==> config.mk <==
export PLATFORM = sky130hd
export DESIGN_NAME = mem_arbiter
export DESIGN_NICKNAME = d
export VERILOG_FILES = /design/src/rtl/mem_arbiter.sv
export SDC_FILE = /design/constraint.sdc
export NUM_CORES = 1
export LEC_CHECK = 0
export BUFFER_PORTS_ARGS = -buffer_cell sky130_fd_sc_hd__buf_2
export CAP_MARGIN = 25
export CORE_AREA = 2 2 109 111
export DETAILED_ROUTE_END_ITERATION = 12
export DIE_AREA = 0 0 111 113
export GPL_ROUTABILITY_DRIVEN = 0
export PLACE_DENSITY_LB_ADDON = 0.1
export SLEW_MARGIN = 20
export SYNTH_ARGS = -nofsm -noshare
export SYNTH_HDL_FRONTEND = slang
export SYNTH_SLANG_ARGS = --single-unit
==> constraint.sdc <==
create_clock -name clk -period 2.8 [get_ports clk]
set_input_delay 0 -clock clk [delete_from_list [all_inputs] [get_ports clk]]
set_output_delay 0 -clock clk [all_outputs]
set_load 0.05 [all_outputs]
==> src/rtl/mem_arbiter.sv <==
// Two-master to one-slave memory arbiter: instruction fetch and data access share
// a single split-transaction bus with exactly one transaction outstanding.
module mem_arbiter #(
  parameter int DATA_PRIORITY = 1
) (
  input  logic        clk,
  input  logic        rst,
  input  logic        inst_req,
  input  logic [31:0] inst_addr,
  output logic        inst_addr_ok,
  output logic        inst_data_ok,
  output logic [31:0] inst_rdata,
  input  logic        data_req,
  input  logic        data_wr,
  input  logic [1:0]  data_size,
  input  logic [3:0]  data_wstrb,
  input  logic [31:0] data_addr,
  input  logic [31:0] data_wdata,
  output logic        data_addr_ok,
  output logic        data_data_ok,
  output logic [31:0] data_rdata,
  output logic        bus_req,
  output logic        bus_wr,
  output logic [1:0]  bus_size,
  output logic [3:0]  bus_wstrb,
  output logic [31:0] bus_addr,
  output logic [31:0] bus_wdata,
  input  logic        bus_addr_ok,
  input  logic        bus_data_ok,
  input  logic [31:0] bus_rdata
);

  // Handshake: bus_req with its payload is held until the cycle bus_addr_ok=1
  // (address accepted); the transaction then waits for bus_data_ok=1 (data
  // returned or write done). Owner-side *_ok outputs mirror those pulses.
  typedef enum logic [2:0] {IDLE, I_ADDR, I_DATA, D_ADDR, D_DATA} state_t;

  state_t state;
  logic   last_data;
  logic   pick_data;

  // Data wins a tie when it has fixed priority or when inst was granted last.
  assign pick_data = data_req & (~inst_req | (DATA_PRIORITY != 0) | ~last_data);

  always_ff @(posedge clk or posedge rst) begin
    if (rst) begin
      state     <= IDLE;
      last_data <= 1'b0;
      bus_req   <= 1'b0;
      bus_wr    <= 1'b0;
      bus_size  <= 2'd0;
      bus_wstrb <= 4'd0;
      bus_addr  <= 32'd0;
      bus_wdata <= 32'd0;
    end else begin
      case (state)
        IDLE: begin
          if (inst_req | data_req) begin
            bus_req   <= 1'b1;
            last_data <= pick_data;
            if (pick_data) begin
              state     <= D_ADDR;
              bus_wr    <= data_wr;
              bus_size  <= data_size;
              bus_wstrb <= data_wstrb;
              bus_addr  <= data_addr;
              bus_wdata <= data_wdata;
            end else begin
              state     <= I_ADDR;
              bus_wr    <= 1'b0;
              bus_size  <= 2'd2;
              bus_wstrb <= 4'd0;
              bus_addr  <= inst_addr;
              bus_wdata <= 32'd0;
            end
          end
        end
        I_ADDR: begin
          if (bus_addr_ok) begin
            state   <= I_DATA;
            bus_req <= 1'b0;
          end
        end
        D_ADDR: begin
          if (bus_addr_ok) begin
            state   <= D_DATA;
            bus_req <= 1'b0;
          end
        end
        I_DATA, D_DATA: begin
          if (bus_data_ok) state <= IDLE;
        end
        default: state <= IDLE;
      endcase
    end
  end

  // Bus acknowledges only reach the side that owns the matching phase.
  assign inst_addr_ok = (state == I_ADDR) & bus_addr_ok;
  assign inst_data_ok = (state == I_DATA) & bus_data_ok;
  assign data_addr_ok = (state == D_ADDR) & bus_addr_ok;
  assign data_data_ok = (state == D_DATA) & bus_data_ok;
  assign inst_rdata   = bus_rdata;
  assign data_rdata   = bus_rdata;

endmodule

======== Yosys cells after proc, flatten, opt, wreduce, memory -nomap -nowiden ========
Cells that the tools add are included.
storage, ports and cells
  word-level logic and storage cells ...... 42
  input port bits ......................... 141
  output and inout bits ................... 140
  bits in registers ....................... 75
operators by class
  equality and inequality tests ........... 9
  mux-type cells .......................... 14
  reductions and logical operators ........ 7
  bitwise logic cells ..................... 5
operators with widths
  cell                                                              count
  32-bit 2-to-1 mux                                                 2
  3-bit 2-to-1 mux                                                  4
  3-bit one-hot mux with 4 select lines                             1
  2-bit != test (second input constant)                             4
  3-bit by 2-bit == test with 1-bit output (second input constant)  2
  1-bit AND                                                         4
  2-bit 2-to-1 mux                                                  2
  4-bit 2-to-1 mux                                                  1
  4-bit AND reduction                                               1
  2-bit OR reduction                                                2
  3-bit by 1-bit == test with 1-bit output (second input constant)  1
  3-bit == test (second input constant)                             1
  3-bit logical NOT                                                 1
  1-bit 2-to-1 mux                                                  3
  3-bit AND reduction                                               1
  2-bit by 1-bit != test with 1-bit output (second input constant)  1
  1-bit one-hot mux with 2 select lines                             1
  2-bit AND reduction                                               1
  2-bit nonzero test                                                1
  1-bit OR                                                          1

======== Logic depth before layout (Yosys ltp) ========
Gate-level depths: netlist of run 1.
  word-level depth ........................ 4
  gate-level depth with buffers ........... 6

======== Least setup slack after synthesis of run 1 ========
Ideal clock, no wire load.
  path kind ............................... register to output
  start ................................... reg state[1]
  end ..................................... out inst_data_ok
  stages on the path, launching flop included .. 4
  arrival time ............................ 2.158 ns
  slack ................................... 0.642 ns
  buffers on the path ..................... 1
  data required time ...................... 2.800 ns
  path through ............................ dfrtp_1 -> buf_6 -> inv_1 -> nor4b_1
on the way
  cells in the longest elaborated chain, start to end .. 2
ends and longest elaborated chain
  element                                   RTL line  source
  start: declaration                        38        state_t state;
  start signal: assignment                  47        state <= IDLE;
  start signal: assignment                  62        state <= D_ADDR;
  start signal: assignment                  69        state <= I_ADDR;
  3-bit by 2-bit == test with 1-bit output  100       assign inst_data_ok = (state == I_DATA) & bus_data_ok;
  1-bit AND                                 100
  end: declaration                          11        output logic inst_data_ok,
No other way between the ends.

======== Worst setup path after layout of run 1 ========
  start ................................... reg state[1]
  end ..................................... reg bus_addr[31]
on the way
  cells in the longest elaborated chain, start to end .. 2
ends and longest elaborated chain
  element                        RTL line  source
  3-bit logical NOT              56        case (state)
  2-bit AND reduction (no line)  n/a
  end signal: assignment         66        bus_addr <= data_addr;
  end signal: assignment         73        bus_addr <= inst_addr;
  end: declaration               26        output logic [31:0] bus_addr,
No other way between the ends.
A chain may end at the register's enable or synchronous reset.

==> results by stage, run 1 <==
STA:
- The clock period could shrink to 1735 ps.
- The total negative slack is 0 ps.
- The max-slew violation total from the final report is 0.
- Static timing analysis puts the maximum clock frequency at 0.5764 GHz.
- The setup skew after layout is 7.671 ps.
- The count of final hold-check violations is 0.
- Setup repair after global routing left no endpoint under its margin.
- The worst slew margin relative to its limit is 0.4218.
- The share of the clock period used by the worst path after layout is 0.6196.
- The setup violation total in the final timing report is 0.
- For the pin with the worst max-slew slack, the measured transition is 867.3 ps.

Placement:
- The HPWL after detailed placement is 5.744 mm.
- During placement, the flow inserted port buffers numbering 184.

GRT:
- The first global-routing pass estimated 14.33 mm of wire.
- Entering global routing, the biggest net connects 42 pins.
- The initial antenna violation count is 0.
- For this run, the total global-route usage over all layers was measured as 0.1419.
- The via count of the first global-routing pass is roughly 2900.
- The sum of overflow across all layers after global routing is 0.

Power and ir drop:
- The share of total power consumed by net switching is 0.4743.
- The worst IR drop on VDD is 641.3 uV.
- The cell-internal power is 3.552 mW.
- The combinational power share is 0.540.
- In this run the power density over the cells is 1331 nW/um2.
- The proportion of power drawn by the clock network is 0.182.
- The switching power of the nets is about 3.2 mW.
- After layout, the design draws a total of between 6 and 7 mW.
- Summed over all cells, the static leakage comes to 2.642 nW.
- The sequential power share is 0.278.

Logic synthesis:
- The count of cell types in the netlist is 23.
- The warning count from the yosys run is 0.
- The mapped netlist covers 3790 um2.
- Synthesis inferred 75 register bits.
- The share of the Yosys chip area taken by registers is 0.4952.
- After synthesis, the mean cell area works out to between 10 and 15 um2.
- The number of instances in the synthesized netlist is between 200 and 300.
- The number of nets in the synthesized netlist is 423.

Drt:
- The first routing iteration left 84 violations.
- The wire length on met2 is around 4.1 mm.
- Summed over all layers, the routed wires come to 8.698 mm.
- The length of routed met3 wiring is between 800 and 900 um.
- The top layer reached by signal wires is met4.
- The first-pass iteration count of the detailed router is 4.
- In this run the remaining antenna-violating nets after routing total 0.
- For this block, wires on met1 add up to 3.631 mm.
- The DRC violations left is 0.
- The overall via count from detail_route is 2695.
- The detail-routed net length per standard cell is between 10 and 15 um.
- Dividing the detail-routed via count by the number of cells gives roughly 4.6.

Setup path:
- The kind of cell with the highest combined delay on the critical path is buffers and inverters.
- The critical path start-end classification is register to register.
- On the worst path, the slowest cell contributes a delay of about 550 ps.
- The top fanout value on the critical path is 41.
- STA classifies the critical path startpoint as a register.
- The worst setup path is captured at a register.
- The data required time at the worst endpoint is 3010 ps.
- The flop-to-flop setup slack is 1070 ps.
- Walking the worst path, the cells encountered are nor3_4 > o21ai_4 > buf_4 > mux2_2.
- The critical-path cell with the highest stage delay is sky130_fd_sc_hd__buf_4.
- The number of buffers and inverters on the critical path is 1.
- At the worst endpoint, the arrival time is 1950 ps.

Die:
- The count of boundary I/O pins is 281.
- From left edge to right edge, the die measures around 110 um.
- The initial core utilization is 0.3362.
- From bottom edge to top edge, the die measures about 110 um.
- The floorplan has 39 rows.
- The area of the core is about 11000 um2.
- The area enclosed by the die boundary is 12540 um2.

Finish:
- In the final layout, the share of cells above drive strength 1 is 0.6049.
- The library cell used most frequently in the layout, excluding fill and tap cells, is sky130_fd_sc_hd__buf_2.
- The storage element area is 1877 um2.
- The final core utilization is 0.4504.
- The net count of the finished layout is roughly 600.
- The area used by multi-input combinational logic is roughly 1300 um2.
- The final-layout fill cell count is 1051.
- The antenna diode count is 0.
- The synthesis-to-layout area growth is 33.97%.
- In the layout the commonest cells are sky130_fd_sc_hd__buf_2, sky130_fd_sc_hd__dfrtp_1, sky130_fd_sc_hd__dlygate4sd3_1.

CTS:
- The number of buffers inserted by post-CTS setup repair is 0.
- The tree built by TritonCTS fans out to between 70 and 80 sinks.
- The H-tree generated during clock tree synthesis spans 3 levels.
- The number of buffers created by CTS is 9.
- The tree is rooted in a sky130_fd_sc_hd__clkbuf_16.
- The clock insertion delay at the later pin of the skew report is 330 ps.
- The number of buffers on the longest clock path is 2.
- After clock tree synthesis, the clock-pin slew on the worst setup and hold paths is 60 ps.
- TritonCTS built the clock tree.

Status:
- The flow ran to the end, and the final reports show no timing, DRC or antenna violations.

Flow run:
- The total of max-cap violations is 0.

Min path:
- The type of the worst min-delay path is input pin to output pin.
-- final cells by class --
type,instances,area share
tap,143,0.03524
sequential,75,0.3696
clock buffer,10,0.04510
timing repair buffer,230,0.2725
clock inverter,6,0.01750
inverter,4,0.003204
multi-input combinational,123,0.2568
-- metal layers --
| layer | up-vias | track usage |
|---|---|---|
| li1 | 1247 | - |
| met1 | 1290 | 0.1724 |
| met2 | 140 | 0.2237 |
| met3 | 18 | 0.05892 |
| met4 | 0 | 0.06000 |
| met5 | - | 0 |
-- worst reg2reg max path: cells and delay by family, from the launching register on --
kind,cells,cell delay (ps)
compound gates,1,70
mux,1,420
buf+inv,1,550
flops,1,500
simple gates,1,90
-- cell families (layout without fill, tap and decap cells) --
kind of cell	count (synthesis)	in the layout	share of synthesized area
xor+xnor	1	1	0.002311
mux	64	64	0.2189
buf+inv	84	250	0.1608
flops	75	75	0.4952
simple gates	14	14	0.02212
compound gates	44	44	0.1007
-- registers in the layout (all words and copies together), names as in the netlist --
name       flops
bus_addr      32
bus_req        1
bus_wdata     32
state          3
bus_size       2
bus_wr         1
bus_wstrb      4
-- power groups by stage --
| stage | clock network, mW | logic, mW | registers (mW) |
|---|---|---|---|
| 4_1_cts | 1.27 | 3.68 | 1.88 |
| 6_report | 1.23 | 3.65 | 1.88 |
| 2_1_floorplan | 0 | 1.51 | 3.51 |
| 5_1_grt | 1.32 | 3.83 | 1.95 |
| 3_3_place_gp | 0 | 3.61 | 1.89 |
| 3_5_place_dp | 0 | 3.65 | 1.87 |
-- worst paths after layout --
| check | startpoint | endpoint | cells past startpoint |
|---|---|---|---|
| max in group asynchronous | rst | bus_addr[3]$_DFFE_PP0P_ | 5 |
| worst min register to register | bus_req$_DFFE_PP0P_ | bus_req$_DFFE_PP0P_ | 2 |
| worst max-delay path | state[1]$_DFFE_PP0P_ | bus_addr[31]$_DFFE_PP0P_ | 4 |
| worst max register to register | state[1]$_DFFE_PP0P_ | bus_addr[31]$_DFFE_PP0P_ | 4 |
| worst min-delay path | bus_rdata[24] | data_rdata[24] | 0 |
| min in group asynchronous | rst | bus_addr[18]$_DFFE_PP0P_ | 3 |
-- synthesized netlist by cell type --
master                     count  area (um2)
sky130_fd_sc_hd__nand2b_1      1       6.260
sky130_fd_sc_hd__nand3b_1      1       7.510
sky130_fd_sc_hd__a211o_1       1       8.760
sky130_fd_sc_hd__and2_4        1       8.760
sky130_fd_sc_hd__nand2_1       4       15.01
sky130_fd_sc_hd__o22ai_1       1       6.260
sky130_fd_sc_hd__xor2_1        1       8.760
sky130_fd_sc_hd__buf_2        10       50.05
sky130_fd_sc_hd__buf_6         5       56.30
sky130_fd_sc_hd__nor2_1        4       15.01
sky130_fd_sc_hd__a22o_1       38       332.8
sky130_fd_sc_hd__a22oi_1       1       7.510
sky130_fd_sc_hd__mux2_2       35       394.1
sky130_fd_sc_hd__nor4b_1       1       8.760
sky130_fd_sc_hd__a21oi_1       1       5.000
sky130_fd_sc_hd__mux2_4       29       435.4
sky130_fd_sc_hd__dfrtp_1      75        1877
sky130_fd_sc_hd__o21ai_4       1       16.27
sky130_fd_sc_hd__inv_1         4       15.01
sky130_fd_sc_hd__nor3_4        1       16.27
sky130_fd_sc_hd__o21ai_0       1       5.000
sky130_fd_sc_hd__buf_4        65       488.0
sky130_fd_sc_hd__and3_1        1       6.260
-- per-stage QoR --
| stage | setup WS [ps] | hold slack [ps] | instance area (um2) | cells |
|---|---|---|---|---|
| finish | 1065 | 0.01965 | 5077 | 591 |
| global route | 972.9 | 0.1034 | 5077 | 591 |
| CTS | 1050 | 0.5259 | 5077 | 591 |
| detailed placement | 1035 | 0.5259 | 4339 | 533 |
| global placement | 1074 | 0.5259 | 4319 | 532 |
| floorplan | 641.9 | 89.07 | 3790 | 282 |
-- repair_timing --
item / CTS / global route
hold buffers: 42 / 0
hold endpoints to repair: 67 / 0
gates resized for setup: 0 / 0
(Power assumes the default switching activity.)
==> run 2: changes to the inputs <==
==> constraint.sdc (replaced) <==
create_clock -name clk -period 1.7 [get_ports clk]
set_input_delay 0 -clock clk [delete_from_list [all_inputs] [get_ports clk]]
set_output_delay 0 -clock clk [all_outputs]
set_load 0.05 [all_outputs]
==> results by stage, run 2 (synthesis gave the netlist of run 1 again) <==
Finish:
- The final-layout fill cell count is 1027 (-2.3%).
- The total number of nets in the final design is 587 (+0.51%).
- In the final layout, the registers with the most flip-flops are bus_addr (32), bus_wdata (32), bus_wstrb (4).
- The library cell used most frequently in the layout, excluding fill and tap cells, is sky130_fd_sc_hd__buf_2.
- The share of cells above drive strength 1 is 0.6053 (about the same).
- In the layout the commonest cells are sky130_fd_sc_hd__buf_2, sky130_fd_sc_hd__dfrtp_1, sky130_fd_sc_hd__dlygate4sd3_1.
- The synthesis-to-layout area growth is 34.66%.
- The final core utilization was 0.4528 (+0.002331).
- The antenna diode count is 0 (unchanged).

STA:
- The max-slew violation total from the final report was 0 (unchanged).
- The count of final hold-check violations is 0 (unchanged).
- The total negative slack is 0 ps (unchanged).
- In the finished design, the share of the clock period the worst path needs comes to 0.9040.
- The clock period minus worst slack is 1537 ps.
- The worst slew margin relative to its limit is 0.6077 (+0.1859).
- The actual slew at the worst max-slew pin is 588.5 ps (-278.8 ps).
- Timing would allow up to between 0.6 and 0.7 GHz.
- Setup repair after global routing left no endpoint under its margin.
- The setup violation total in the final timing report came to 0 (unchanged).
- The setup skew after layout is 9.912 ps (+2.240 ps).

Drt:
- The number of DRC markers after the initial detailed-route iteration came to 105 (+25%).
- The total length of routed wires is 8.533 mm (-1.9%).
- The detail-routed net length per standard cell was 14.37 um (-2.4%).
- The post-detailed-route count of antenna-violating nets is 0 (unchanged).
- The DRC violations left is 0 (unchanged).
- The number of vias per cell is 4.556 (about the same).
- The overall via count from detail_route came to 2706 (+0.41%).
- The first-pass iteration count of the detailed router was 4 (unchanged).

Placement:
- The number of buffer cells added on primary ports is 184 (unchanged).
- The post-DP HPWL is 5.649 mm (-1.7%).

Die:
- The area of the core came to 11270 um2 (unchanged).
- The initial core utilization is 0.3362 (unchanged).
- The placement row count is 39 (unchanged).
- The count of boundary I/O pins was 281 (unchanged).
- The height of the die was 113 um (unchanged).
- The area enclosed by the die boundary is 12540 um2 (unchanged).
- The width of the die is 111 um (unchanged).

GRT:
- The initial antenna violation count is 0 (unchanged).
- The sum of overflow across all layers after global routing came to 0 (unchanged).
- The pin count of the biggest net entering global routing is 47 (+12%).
- The combined global-route utilization of all metal layers was 0.1407 (-0.001181).
- The via count of the first global-routing pass is 2958 (+0.68%).
- The wire length of the first global-routing pass is 14.37 mm (+0.24%).

Power and ir drop:
- The total power divided by cell area is 2166 nW/um2 (+63%).
- The static leakage was 2.653 nW (+0.43%).
- The worst IR drop on VDD is 1099 uV (+71%).

CTS:
- In this run the clock root is driven by a sky130_fd_sc_hd__clkbuf_16.
- The number of sinks on the clock net came to 75 (unchanged).
- The clock-pin slew reported for the worst setup and hold paths after clock tree synthesis came to 60 ps (about the same).
- The post-CTS resize count came to 0 (unchanged).
- The number of buffers on the longest clock path is 2 (unchanged).
- The number of buffers created by CTS is 9 (unchanged).
- The total number of H-tree levels is 3 (unchanged).
- The CTS tree is done.
- The clock insertion delay at the later pin of the skew report is 320 ps (about the same).

Min path:
- The type of the worst min-delay path is input pin to output pin.

Setup path:
- The kind of cell with the highest combined delay on the critical path is buffers and inverters.
- The top fanout value on the critical path was 6 (-85%).
- STA classifies the critical path endpoint as an output pin.
- The signal on the critical path passes through buf_4 > inv_1 > nor4b_2 > buf_2.
- The critical-path cell with the highest stage delay is sky130_fd_sc_hd__dfrtp_1.
- The data required time at the worst endpoint is 1700 ps (-1310 ps).
- The critical path startpoint category is a register.
- The number of buffers and inverters on the critical path is 3 (+2).
- The worst setup path is of the register to output pin kind.
- The peak per-stage delay on the critical path is 390 ps (-160 ps).
- The endpoint arrival time on the critical path is 1540 ps (-410 ps).

Flow run:
- The total of max-cap violations is 0 (unchanged).

Status:
- The run finished with clean final reports.
==> run 2: cell types whose count changed in the layout (fill, tap and decap cells not counted), sizes merged <==
| cell | previous run | this run |
|---|---|---|
| inv | 4 | 3 |
| bufinv | 2 | 1 |
| clkbuf | 10 | 12 |
| buf | 188 | 191 |
==> run 2: power breakdown <==
part	internal (mW)	switching, mW
combinational	2.04	4.09
clock	1.14	0.705
sequential	2.61	0.467
total	5.79	5.26
==> run 2: final timing paths <==
| path | from | to | slack, ps | cells after the start |
|---|---|---|---|---|
| setup / recovery | state[1]$_DFFE_PP0P_ | inst_data_ok | 160 | 4 |
| hold / removal | bus_rdata[23] | data_rdata[23] | 0.02 | 0 |
| setup reg to reg | state[2]$_DFFE_PP0P_ | bus_addr[10]$_DFFE_PP0P_ | 220 | 4 |
| hold reg to reg | bus_req$_DFFE_PP0P_ | bus_req$_DFFE_PP0P_ | 490 | 2 |
| max in group asynchronous | rst | state[1]$_DFFE_PP0P_ | 880 | 4 |
| min in group asynchronous | rst | bus_addr[19]$_DFFE_PP0P_ | 320 | 4 |
==> run 2: final cells by class <==
class	instances	area [um2]	share of cell area
Sequential cell	75	1877	0.3677
Timing Repair Buffer	233	1431	0.2805
Multi-Input combinational cell	123	1310	0.2567
Clock buffer	12	236.5	0.04633
Tap cell	143	178.9	0.03506
Clock inverter	4	51.30	0.01005
Inverter	4	18.77	0.003677
==> run 2: what timing repair did <==
item                                    4_1_cts  5_1_grt
endpoints found under the hold margin       117        0
hold buffers                                 42        0
endpoints found under the setup margin        0        0
setup buffers                                 0        0
==> run 2: metrics by stage <==
step | total power, mW | cells | hold slack (ps) | instance area, um2 | setup slack, ps
floorplan | 8.273 | 282 | 89.07 | 3800 | 234.2
global placement | 9.166 | 536 | 0.4979 | 4395 | 276.1
detailed placement | 9.183 | 536 | 0.4979 | 4395 | 256.0
CTS | 11.16 | 594 | 0.4979 | 5104 | 131.5
global route | 11.63 | 594 | 0.1040 | 5104 | 84.87
finish | 11.05 | 594 | 0.02235 | 5104 | 163.1
==> run 2: routing by layer <==
metal	vias up	share of wire	global-route usage
met5	-	0	0
met4	0	0.016	0.06417
met3	23	0.096	0.04928
met2	146	0.46	0.2196
met1	1275	0.43	0.1767
li1	1262	-	-
==> run 3: changes to the inputs <==
--- a/config.mk
+++ b/config.mk
@@ -7,10 +7,11 @@
 export LEC_CHECK = 0
 export BUFFER_PORTS_ARGS = -buffer_cell sky130_fd_sc_hd__buf_2
 export CAP_MARGIN = 25
-export CORE_AREA = 2 2 109 111
+export CORE_AREA = 2 2 108 110
 export DETAILED_ROUTE_END_ITERATION = 12
-export DIE_AREA = 0 0 111 113
+export DIE_AREA = 0 0 110 112
 export GPL_ROUTABILITY_DRIVEN = 0
+export HOLD_SLACK_MARGIN = 0.05
 export PLACE_DENSITY_LB_ADDON = 0.1
 export SLEW_MARGIN = 20
 export SYNTH_ARGS = -nofsm -noshare
==> constraint.sdc (replaced) <==
create_clock -name clk -period 1.3 [get_ports clk]
set_input_delay 0 -clock clk [delete_from_list [all_inputs] [get_ports clk]]
set_output_delay 0 -clock clk [all_outputs]
set_load 0.05 [all_outputs]
==> results by stage, run 3 <==
Logic synthesis:
- The number of instances in the synthesized netlist is 282 (unchanged).
- The netlist area before placement is 3790 um2 (unchanged).
- The warning count from the yosys run is 0 (unchanged).
- The average size of a mapped cell is 13.44 um2 (unchanged).
- The share of flip-flops with an asynchronous set or reset after synthesis is 1.000 (unchanged).
- Of all cell types, the one taking the most synthesized area is sky130_fd_sc_hd__dfrtp_1.
- The number of register bits inferred by synthesis is 75 (unchanged).
- Yosys attributes the largest share of cell area to sky130_fd_sc_hd__dfrtp_1, sky130_fd_sc_hd__buf_4, sky130_fd_sc_hd__mux2_4.
- The count of cell types in the netlist is 23 (unchanged).
- The number of synthesized flops with an enable pin came to 0 (unchanged).
- The primary flip-flop cell chosen by synthesis mapping is sky130_fd_sc_hd__dfrtp_1.
- Sorting the synthesized cells by how often they occur yields sky130_fd_sc_hd__dfrtp_1, sky130_fd_sc_hd__buf_4, sky130_fd_sc_hd__a22o_1.
- The number of nets in the synthesized netlist is 423 (unchanged).
- The proportion of netlist area held by the largest area contributor is 0.4952 (unchanged).
- The leading cell type by number of instances after synthesis is sky130_fd_sc_hd__dfrtp_1.
- The register area share after synthesis is 0.4952 (unchanged).

Placement:
- The cell total after placement came to 542 (+1.1%).
- The placement-stage worst setup slack was -108.1 ps (-364.1 ps).
- The number of buffer cells added on primary ports is 184 (unchanged).
- The post-DP HPWL is 6.355 mm (+12%).

Die:
- The placement row count came to 39 (unchanged).
- The initial core utilization is 0.3392 (+0.002936).
- The height of the die is 112 um (-0.88%).
- The count of boundary I/O pins is 281 (unchanged).
- The width of the die is 110 um (-0.90%).

Status:
- The last stage the flow got to is clock tree synthesis.
- The run stopped with a tool error.
- The tool reported: "[ERROR RSZ-0060] Max buffer count reached".

CTS:
- The number of buffers on the longest clock path was 2 (unchanged).
- The tree is rooted in a sky130_fd_sc_hd__clkbuf_16.
- The number of buffers created by CTS is 9 (unchanged).
- The post-CTS resize count is 17 (+17).
- The hold buffer count at CTS was 114 (+170%).
- The number of sinks on the clock net is 75 (unchanged).
- The total number of H-tree levels came to 3 (unchanged).
- The number of buffers inserted by post-CTS setup repair came to 8 (+8).
-- run 3: per-stage QoR --
step	utilization	cell area (um2)
2_1_floorplan	-	3829
3_3_place_gp	0.4007	4478
3_5_place_dp	0.4007	4478
-- run 3: logic make-up after synthesis --
kind of cell | share of synthesized area
and+or+nand+nor | 0.02212
xor gates and xnor gates | 0.002311
DFF | 0.4952
buffers and inverters | 0.1608
muxes | 0.2189
AOI/OAI and AO/OA | 0.1007
==> run 4: changes to the inputs <==
--- a/config.mk
+++ b/config.mk
@@ -7,12 +7,11 @@
 export LEC_CHECK = 0
 export BUFFER_PORTS_ARGS = -buffer_cell sky130_fd_sc_hd__buf_2
 export CAP_MARGIN = 25
-export CORE_AREA = 2 2 108 110
+export CORE_MARGIN = 2
+export CORE_UTILIZATION = 30
 export DETAILED_ROUTE_END_ITERATION = 12
-export DIE_AREA = 0 0 110 112
 export GPL_ROUTABILITY_DRIVEN = 0
-export HOLD_SLACK_MARGIN = 0.05
-export PLACE_DENSITY_LB_ADDON = 0.1
+export PLACE_DENSITY_LB_ADDON = 0.15
 export SLEW_MARGIN = 20
 export SYNTH_ARGS = -nofsm -noshare
 export SYNTH_HDL_FRONTEND = slang
==> constraint.sdc (replaced) <==
create_clock -name clk -period 1.7 [get_ports clk]
set_input_delay 0 -clock clk [delete_from_list [all_inputs] [get_ports clk]]
set_output_delay 0 -clock clk [all_outputs]
set_load 0.05 [all_outputs]
==> results by stage, run 4 (synthesis gave the netlist of run 1 again) <==
Status:
- The flow ran to the end, and the final reports show no timing, DRC or antenna violations.

STA:
- The max-slew violation total from the final report is 0.
- The count of final hold-check violations came to 0.
- Timing would allow up to ~0.65 GHz.
- Dividing the final minimum period by the clock period gives 0.9004.
- Setup repair after global routing left no endpoint under its margin.
- The worst slew margin relative to its limit is 0.7031.
- The actual slew at the worst max-slew pin is 445.4 ps.
- The clock period minus worst slack is 1531 ps.
- The setup violation total in the final timing report is 0.
- The setup skew after layout is 5.735 ps.
- In the final timing run, aggregate negative setup slack is 0 ps.
- The final hold slack is around 0.022 ps.

Finish:
- In the layout the commonest cells are sky130_fd_sc_hd__buf_2, sky130_fd_sc_hd__dfrtp_1, sky130_fd_sc_hd__dlygate4sd3_1.
- The area growth from synthesis to layout is 36.41%.
- Fill cells in the final layout number about 1200.
- The most frequent standard cell in the layout excluding fill and tap cells is sky130_fd_sc_hd__buf_2.
- The total number of nets in the final design is 584.
- The largest registers in the layout are bus_addr (32), bus_wdata (32), bus_wstrb (4).
- Of the cells placed in the final design, the portion with a size suffix greater than 1 is 0.6071.
- The finished cells cover 5170 um2.
- The number of antenna diodes in the final layout is 0.
- The final core utilization is 0.4147.

Setup path:
- The number of buffers and inverters on the critical path is 2.
- In this design, the stage delay of the slowest critical-path cell is 500 ps.
- The kind of cell with the highest combined delay on the critical path is flip-flops.
- The worst setup path is captured at an output pin.
- The worst register-to-register path begins at state[0]$_DFFE_PP0P_.
- The capturing instance or port of the critical path is inst_data_ok.
- The critical path start-end classification is register to output pin.
- The depth of the worst register-to-register path is 4.
- For flop-to-flop paths, the worst setup slack is 170 ps.
- The signal on the critical path passes through inv_1 > nor4b_2 > buf_2.
- The worst register-to-register path ends at bus_addr[23]$_DFFE_PP0P_.
- The data required time at the worst endpoint is 1700 ps.
- The top fanout value on the critical path is 7.
- Counting buffers and inverters, the worst setup path is 3 cells deep.
- The endpoint arrival time on the critical path is 1530 ps.
- The critical path startpoint category is a register.
- The critical-path cell with the highest stage delay is sky130_fd_sc_hd__dfrtp_1.
- The startpoint of the worst setup timing path is state[1]$_DFFE_PP0P_.

CTS:
- The number of buffers inserted by post-CTS setup repair is 0 (-8).
- Clock-pin slew was measured on the worst setup and hold paths at 60 ps.
- The number of buffers on the longest clock path is 2 (unchanged).
- The post-CTS resize count is 0 (-17).
- TritonCTS built the clock tree.
- The clock insertion delay at the later pin of the skew report is 330 ps.
- Clock tree synthesis selected as its root buffer the cell sky130_fd_sc_hd__clkbuf_16.
- The total number of H-tree levels is 3 (unchanged).
- The number of buffers created by CTS is 9 (unchanged).
- The number of sinks on the clock net is 75 (unchanged).

Power and ir drop:
- The worst IR drop on VDD is 1029 uV.
- For this design the static power due to leakage is ~2.7 nW.
- For this design the ratio of total power to cell area is around 2200 nW/um2.

Die:
- The height of the die was 116.4 um (+3.9%).
- The die covers roughly 14000 um2.
- The initial core utilization was 0.3040 (-0.03513).
- The width of the die is 116.4 um (+5.8%).
- The placement row count was 41 (+5.1%).
- The count of boundary I/O pins is 281 (unchanged).
- The area of the core is 12470 um2.

GRT:
- Entering global routing, the biggest net connects 76 pins.
- Across every metal layer, demand over resource in global routing totals 0.1252.
- The initial antenna violation count is 0.
- The sum of overflow across all layers after global routing is 0.
- The first global-routing pass estimated 12.93 mm of wire.
- The via count of the first global-routing pass came to roughly 2600.

Drt:
- In the routed design, unresolved DRC markers number 0.
- Using the TritonRoute via totals, the vias-per-cell ratio works out to between 4 and 5.
- The detail-routed net length per standard cell is between 10 and 15 um.
- Wires add up to 8.571 mm.
- The first TritonRoute pass finished after 4 iterations.
- The post-detailed-route count of antenna-violating nets is 0.
- For this block, the initial DRC count from the detailed router was 40.
- The overall via count from detail_route is 2655.

Placement:
- The cell area after placement is 4422 um2 (-1.3%).
- The number of buffer cells added on primary ports is 184 (unchanged).
- The post-DP HPWL is 5.741 mm (-9.7%).

Flow run:
- The total of max-cap violations is 0.

Min path:
- The path class of the tightest hold or removal check is input pin to output pin.
[run 4: per-stage QoR]
step | setup slack [ps] | cells | power [mW]
after floorplan | 234.2 | 282 | 8.273
after global placement | 222.2 | 562 | 9.124
after detailed placement | 209.2 | 562 | 9.160
after CTS | 132.2 | 620 | 11.38
after global routing | 63.23 | 620 | 11.81
final | 169.3 | 620 | 11.26
[run 4: cell type report]
| type | count | area, um2 | area share |
|---|---|---|---|
| clock inverters | 5 | 85.08 | 0.01646 |
| inverters | 4 | 18.77 | 0.003630 |
| multi-input cells | 123 | 1310 | 0.2534 |
| repair buffers | 230 | 1421 | 0.2749 |
| clock buffers | 11 | 242.7 | 0.04695 |
| well taps | 172 | 215.2 | 0.04163 |
| flip-flops and latches | 75 | 1877 | 0.3630 |
[run 4: repair_timing]
item,CTS,global route
hold endpoints to repair,117,0
endpoints found under the setup margin,0,0
hold buffers,42,0
[run 4: metal layers]
metal | vias to the layer above | global-route usage | wire, um | share of wire
met3 | 28 | 0.04359 | 727 | 0.085
met4 | 0 | 0.06111 | 191 | 0.022
li1 | 1253 | - | - | -
met1 | 1255 | 0.1521 | 3612 | 0.42
met5 | - | 0 | 0 | 0
met2 | 119 | 0.1988 | 4039 | 0.47
[run 4: how the worst min path moves through the flow]
| stage | cells after the start | from | slack [ps] | endpoint |
|---|---|---|---|---|
| CTS | 0 | bus_rdata[27] | 0.5 | data_rdata[27] |
| detailed placement | 0 | bus_rdata[27] | 0.5 | data_rdata[27] |
| global placement | 0 | bus_rdata[27] | 0.5 | data_rdata[27] |
| finish | 0 | bus_rdata[24] | 0.02 | inst_rdata[24] |
| global route | 0 | bus_rdata[13] | 0.1 | inst_rdata[13] |
| floorplan | 1 | bus_data_ok | 90 | state[2]$_DFFE_PP0P_ |
[run 4: power by group]
| part | switching [mW] | internal (mW) | total, mW |
|---|---|---|---|
| clock network | 0.762 | 1.33 | 2.10 |
| registers | 0.486 | 2.61 | 3.09 |
| logic | 4.05 | 2.02 | 6.07 |
| total | 5.30 | 5.96 | 11.3 |
